[src/rtl/i2s_tx.sv]
// i2s_tx: serialises 16-bit mono PCM into a Philips I2S frame, same sample on left and right.
// Latency: a sample loaded at a frame boundary starts on sdata one BCLK later (slot 1).
// Backpressure: none; paces the source with sample_req, flags lost samples (overrun) and starved frames (underrun).
module i2s_tx #(
  parameter int CLK_DIV = 4
) (
  input  logic        clk,
  input  logic        reset,
  input  logic [15:0] sample_in,
  input  logic        sample_valid,
  input  logic        clear_flags,
  output logic        sample_req,
  output logic        bclk,
  output logic        lrclk,
  output logic        sdata,
  output logic        overrun,
  output logic        underrun
);

  // A divide-by-one still needs a 1-bit counter to keep the declarations legal.
  localparam int DW = (CLK_DIV > 1) ? $clog2(CLK_DIV) : 1;
  localparam logic [DW-1:0] DIV_MAX = DW'(CLK_DIV - 1);

  logic [DW-1:0] div_cnt;
  logic [4:0]    bit_cnt;
  logic [31:0]   shreg;
  logic [15:0]   hold;
  logic [15:0]   last;
  logic          hold_full;

  logic          div_wrap;
  logic          fall;
  logic          load;
  logic [4:0]    bit_nxt;
  logic [15:0]   s_sel;
  logic          starve;

  // Event decode and choice of the word loaded at a frame boundary.
  always_comb begin
    div_wrap = (div_cnt == DIV_MAX);
    fall     = div_wrap & bclk;
    bit_nxt  = bit_cnt + 5'd1;
    load     = fall & (bit_nxt == 5'd0);
    starve   = 1'b0;
    if (hold_full) begin
      s_sel = hold;
    end else if (sample_valid) begin
      s_sel = sample_in;
    end else begin
      s_sel  = last;
      starve = 1'b1;
    end
  end

  // Bit-clock divider: toggle bclk every CLK_DIV clk cycles.
  always_ff @(posedge clk) begin
    if (reset) begin
      div_cnt <= '0;
      bclk    <= 1'b0;
    end else if (div_wrap) begin
      div_cnt <= '0;
      bclk    <= ~bclk;
    end else begin
      div_cnt <= div_cnt + 1'b1;
    end
  end

  // Serial state: slot counter, word select, shifter and the per-frame request pulse.
  always_ff @(posedge clk) begin
    if (reset) begin
      bit_cnt    <= 5'd31;
      lrclk      <= 1'b1;
      sdata      <= 1'b0;
      shreg      <= '0;
      last       <= '0;
      sample_req <= 1'b0;
    end else begin
      sample_req <= load;
      if (fall) begin
        bit_cnt <= bit_nxt;
        lrclk   <= bit_nxt[4];
        // At the load the outgoing bit is the previous right LSB, which gives the one-BCLK delay.
        sdata   <= shreg[31];
        if (load) begin
          shreg <= {s_sel, s_sel};
          last  <= s_sel;
        end else begin
          shreg <= {shreg[30:0], 1'b0};
        end
      end
    end
  end

  // Holding register and sticky flags; a set event beats clear_flags in the same cycle.
  always_ff @(posedge clk) begin
    if (reset) begin
      hold      <= '0;
      hold_full <= 1'b0;
      overrun   <= 1'b0;
      underrun  <= 1'b0;
    end else begin
      if (load) begin
        // A bypassed sample is consumed directly, so hold only matters when it was full.
        if (hold_full) begin
          hold_full <= sample_valid;
          if (sample_valid) begin
            hold <= sample_in;
          end
        end
      end else if (sample_valid) begin
        hold      <= sample_in;
        hold_full <= 1'b1;
      end

      if (load && starve) begin
        underrun <= 1'b1;
      end else if (clear_flags) begin
        underrun <= 1'b0;
      end

      if (!load && sample_valid && hold_full) begin
        overrun <= 1'b1;
      end else if (clear_flags) begin
        overrun <= 1'b0;
      end
    end
  end

endmodule

[config.mk]
export PLATFORM = sky130hd
export DESIGN_NAME = i2s_tx
export DESIGN_NICKNAME = d
export VERILOG_FILES = /design/src/rtl/i2s_tx.sv
export SDC_FILE = /design/constraint.sdc
export NUM_CORES = 1
export LEC_CHECK = 0
export ABC_AREA = 1
export ABC_CLOCK_PERIOD_IN_PS = 1500
export CAP_MARGIN = 20
export CORE_UTILIZATION = 26
export DETAILED_ROUTE_END_ITERATION = 10
export PLACE_DENSITY = 0.48
export RECOVER_POWER = 100
export REMOVE_ABC_BUFFERS = 1
export SYNTH_ARGS = -nofsm -noshare
export SYNTH_HDL_FRONTEND = slang
export SYNTH_SLANG_ARGS = --single-unit
[constraint.sdc]
create_clock -name clk -period 1.5 [get_ports clk]
set_clock_uncertainty 0.05 [all_clocks]
set_input_delay 0.3 -clock clk [delete_from_list [all_inputs] [get_ports clk]]
set_output_delay 0.3 -clock clk [all_outputs]
set_load 0.005 [all_outputs]
=== Word level (Yosys, flattened, before mapping) ===
Index checks and enable logic that the tools add are counted.

* Register bits: 78
* Input port bits: 20

* Add/subtract/negate cells: 2
* Equality and inequality tests: 2
* Mux-type cells: 14
* Bitwise logic cells: 3
* Reductions and logical operators: 10

{| class="wikitable"
|+ Operators with widths
! cell !! number
|-
| 2-to-1 mux 16 bit || 5
|-
| 2-to-1 mux 32 bit || 1
|-
| 2-to-1 mux 1 bit || 8
|-
| nonzero test 2 bit || 3
|-
| adder 5 x 1 -> 5 bit, second input constant || 1
|-
| logical NOT 5 bit || 1
|-
| logical AND 1 bit || 3
|-
| adder 2 x 1 -> 2 bit, second input constant || 1
|-
| AND 1 bit || 2
|-
| == test 2 bit, second input constant || 1
|-
| inequality test 2 bit, second input constant || 1
|-
| AND reduction 2 bit || 1
|-
| OR reduction 2 bit || 1
|-
| logical NOT 1 bit || 1
|-
| inverter 1 bit || 1
|}

=== Logic depth before layout (Yosys ltp) ===
* Word-level depth: 7
* Mapped depth: 11
* Mapped depth without buffers: 10

=== Worst setup path after synthesis ===
No wires, ideal clock.

* Path type: register -> register
* Start: reg bit_cnt[0]
* End: reg hold[5]
* Data arrival time: 1.470 ns
* Data required time: 1.337 ns
* Setup slack: -0.133 ns
* Cell stages (with the launch flop): 12
* Cell sequence: dfxtp_1 ha_1 inv_1 nand2_1 nand2_1 nor2_1 nand3_4 nand2_4 buf_6 nand3_1 nand2_1 nor2_1

* Word-level cells in the longest chain between the ends: 4

{| class="wikitable"
|+ RTL lines
! item !! line !! RTL
|-
| from (decl) || 25 || <nowiki>logic [4:0] bit_cnt;</nowiki>
|-
| from (signal assigned) || 80 || <nowiki>bit_cnt <= bit_nxt;</nowiki>
|-
| adder 5 x 1 -> 5 bit (*) || 42 || <nowiki>bit_nxt = bit_cnt + 5'd1;</nowiki>
|-
| logical NOT 5 bit (*) || 43 || <nowiki>load = fall & (bit_nxt == 5'd0);</nowiki>
|-
| AND 1 bit (*) || 43 ||
|-
| inequality test 2 bit (no source line) or 2-to-1 mux 16 bit (tied branches) || n/a ||
|-
| to (signal assigned) || 107 || <nowiki>hold <= sample_in;</nowiki>
|-
| to (signal assigned) || 111 || <nowiki>hold <= sample_in;</nowiki>
|-
| to (decl) || 27 || <nowiki>logic [15:0] hold;</nowiki>
|}

Every way passes the cells marked *; elsewhere a longest branch is shown, timed or not.
A chain may end at the register's enable or synchronous reset.

=== Worst setup path in the final report ===
* Start: reg bit_cnt[0]
* End: reg hold_full

* Word-level cells in the longest chain between the ends: 4

{| class="wikitable"
|+ RTL lines
! item !! line !! RTL
|-
| adder 5 x 1 -> 5 bit (*) || 42 ||
|-
| logical NOT 5 bit (*) || 43 ||
|-
| AND 1 bit (*) || 43 ||
|-
| 2-to-1 mux 1 bit or nonzero test 2 bit (tied branches) || n/a ||
|-
| to (signal assigned) || 105 || <nowiki>hold_full <= sample_valid;</nowiki>
|-
| to (decl) || 29 || <nowiki>logic hold_full;</nowiki>
|}

Marked as above.

==> results.sh <==
export IMPL_grt_pass1_wl_um=15940
export IMPL_n_fill_cell=1375
export IMPL_insertion_delay_ns=0.34
export IMPL_yosys_register_bits=77
export IMPL_outcome="finished, violations left"
export IMPL_clk_pin_slew_ns=0.06
export IMPL_syn_to_final_growth_pct=48.73
export IMPL_final_nets=601
export IMPL_overflow=0
export IMPL_die_w_um=118.6
export IMPL_vias=3392
export IMPL_finalWeightedCongestion=0.7539
export IMPL_max_clock_freq_ghz=0.6055
export IMPL_finalNonFillerCells=759
export IMPL_ys_seq_area_share_pct=43.63
export IMPL_start_kind="flip-flop"
export IMPL_yosys_area_top_type_share_pct=43.63
export IMPL_ctsHtreeMaxLevel=3
export IMPL_design_portCount=26
export IMPL_drive_gt1_share_pct=32.25
export IMPL_setup_violations=68
export IMPL_cap_viol_max_count=0
export IMPL_core_rowCount=42
export IMPL_grt_setup_unrepaired="true"
export IMPL_antenna_found_initial=0
export IMPL_cts_sinks=77
export IMPL_numPortBuffers=25
export IMPL_switching_share_pct=25.86
export IMPL_grt_pass1_vias=3234
export IMPL_syn_area_per_cell_um2=6.795
export IMPL_p_total_uw=4679
export IMPL_n_antenna_cell=0
export IMPL_synth_distinct_cells=30
export IMPL_post_place_ws_ns=-0.2878
export IMPL_drc=0
export IMPL_die_h_um=118.6
export IMPL_synth_ff_type="dfxtp_1"
export IMPL_ys_top_cells_by_count="230 x nand2_1, 77 x dfxtp_1, 53 x nor2_1"
export IMPL_yosysWarnings=0
export IMPL_ctsHoldBuffers=0
export IMPL_cts_made_buffers=9
export IMPL_pwr_share_comb_pct=10.5
export IMPL_p_leak_uw=0.002347
export IMPL_syn_area_um2=3533
export IMPL_r2r_slack_ns=-0.15
export IMPL_slew_headroom_pct=54.12
export IMPL_worstMarginPinSlew_ns=0.6883
export IMPL_design_core_area_um2=13240
export IMPL_seq_power_share_pct=45.2
export IMPL_cts_max_path_buffers=2
export IMPL_postRouteAntennaNets=0
export IMPL_grt_max_degree=21
export IMPL_crit_type="reg -> reg"
export IMPL_post_route_min_period_ns=1.652
export IMPL_worst_ep_required_time_ns=1.64
export IMPL_wirelength_um=10060
export IMPL_cellPowerDensity_nw_per_um2=890.5
export IMPL_ir_worst_vdd_v=0.0004409
export IMPL_die_area_um2=14060
export IMPL_synth_area_top_cells="dfxtp_1 44%, nand2_1 24%, nor2_1 5.6%, nand3_1 5.5%, inv_1 3.1%"
export IMPL_p_int_uw=3469
export IMPL_drtIter0Drc=155
export IMPL_worst_slack_ns=-0.1515
export IMPL_critPathArrivalTime_ns=1.79
export IMPL_yosysMostFrequentCell="nand2_1"
export IMPL_viasPerCell=4.469
export IMPL_post_dp_hpwl_um=6138
export IMPL_crit_fanout=8
export IMPL_clock_power_share_pct=44.3
export IMPL_clock_root_buffer="clkbuf_16"
export IMPL_p_sw_uw=1210
export IMPL_violations="setup timing"
export IMPL_post_route_period_util_pct=110.1
export IMPL_dp_cells=731
export IMPL_wl_per_cell_um=13.25
export IMPL_min_path_type="reg -> reg"
export IMPL_cts_tree="yes"
export IMPL_dr_pass1_iters=4
export IMPL_hold_viol=0
export IMPL_drv_slew=0
export IMPL_synth_edf_count=0
export IMPL_start_util_pct=26.68
export IMPL_async_flop_share_pct=0
export IMPL_synth_cells=520
export IMPL_endpoint_kind="flip-flop"
export IMPL_grt_total_usage_pct=14.44
export IMPL_synth_largest_area_cell="dfxtp_1"
[critical path, cell delays in order (launching register included)]
cell and delay [ns]:
dfxtp_4 0.37, ha_4 0.18, inv_2 0.06, nand2_1 0.06, nand2_2 0.09, nand2_4 0.07
nor2_8 0.22, nand3_4 0.15, nand2_4 0.18, a21oi_1 0.08
[flip-flops by register name (all words and copies together), names as in the netlist]
name        cells
bclk            1
bit_cnt         4
div_cnt         2
hold           16
hold_full       1
last           16
lrclk           1
overrun         1
sample_req      1
sdata           1
shreg          32
underrun        1
[final timing paths]
kind | startpoint | to | cells past startpoint
worst max-delay path | bit_cnt[0]$_SDFFE_PP1P_ | hold_full$_SDFFE_PP0P_ | 9
worst min-delay path | div_cnt[0]$_SDFF_PP0_ | div_cnt[0]$_SDFF_PP0_ | 1
worst max register to register | bit_cnt[0]$_SDFFE_PP1P_ | hold_full$_SDFFE_PP0P_ | 9
worst min register to register | div_cnt[0]$_SDFF_PP0_ | div_cnt[0]$_SDFF_PP0_ | 1
[cells in the final DEF, fill, tap and decap left out, types with 3 or more instances in the layout]
master	instances
a21oi_1	4
a21oi_2	16
a31oi_1	15
buf_12	7
buf_16	3
buf_4	24
buf_6	6
clkbuf_16	10
clkbuf_2	3
clkdlybuf4s50_1	19
dfxtp_1	74
dlygate4sd2_1	5
inv_1	26
inv_2	4
nand2_1	182
nand2_2	34
nand2_4	20
nand2_8	3
nand3_1	4
nand3_2	31
nand3_4	7
nor2_1	51
[cell type report]
cell class | instances | area (um2) | area share [%]
multi-input combinational | 386 | 2260 | 43.00
sequential | 77 | 1550 | 29.50
timing repair buffer | 72 | 817.0 | 15.55
clock buffer | 10 | 239.0 | 4.548
tap | 176 | 220.2 | 4.190
inverter | 32 | 122.6 | 2.333
clock inverter | 6 | 46.29 | 0.8810
[cells by family (layout without fill, tap and decap cells)]
kind of cell	after synthesis	count (layout)	synth area share [%]
simple gates	338	340	40.44
flops	77	77	43.63
buf+inv	59	120	7.826
compound gates	43	43	7.047
fa+ha+maj	3	3	1.062
[metrics by stage]
stage / utilization (%) / instance area, um2 / TNS (ns) / hold slack (ns)
finish: 39.68 / 5255 / -6.986 / 0.3767
global route: 39.68 / 5255 / -13.63 / 0.3955
CTS: 37.28 / 4937 / -5.858 / 0.3781
detailed placement: 31.76 / 4205 / -15.83 / 0.3694
global placement: 31.76 / 4205 / -13.79 / 0.3622
floorplan: - / 3379 / -32.43 / 0.3191
[timing repair]
action                     in CTS  in global routing
cloned                          5                  2
setup buffers                   5                  1
setup endpoints to repair      73                 72
resized for setup              88                 72
pin swaps                      19                 26
[power groups by stage]
stage          Combinational, uW  Clock [uW]  Sequential, uW
6_report                     490        2070            2110
5_1_grt                      541        2220            2120
4_1_cts                      449        2140            2110
3_5_place_dp                 417           0            2160
3_3_place_gp                 413           0            2160
2_1_floorplan                199           0            2160
[layer usage]
layer,global-route usage [%],vias up,wire length [um]
li1,-,1751,-
met1,18.55,1592,4793
met2,23.65,42,4839
met3,3.813,7,365
met4,4.114,0,56
met5,0,-,0
No activity file was read; power rests on OpenSTA's default activity.
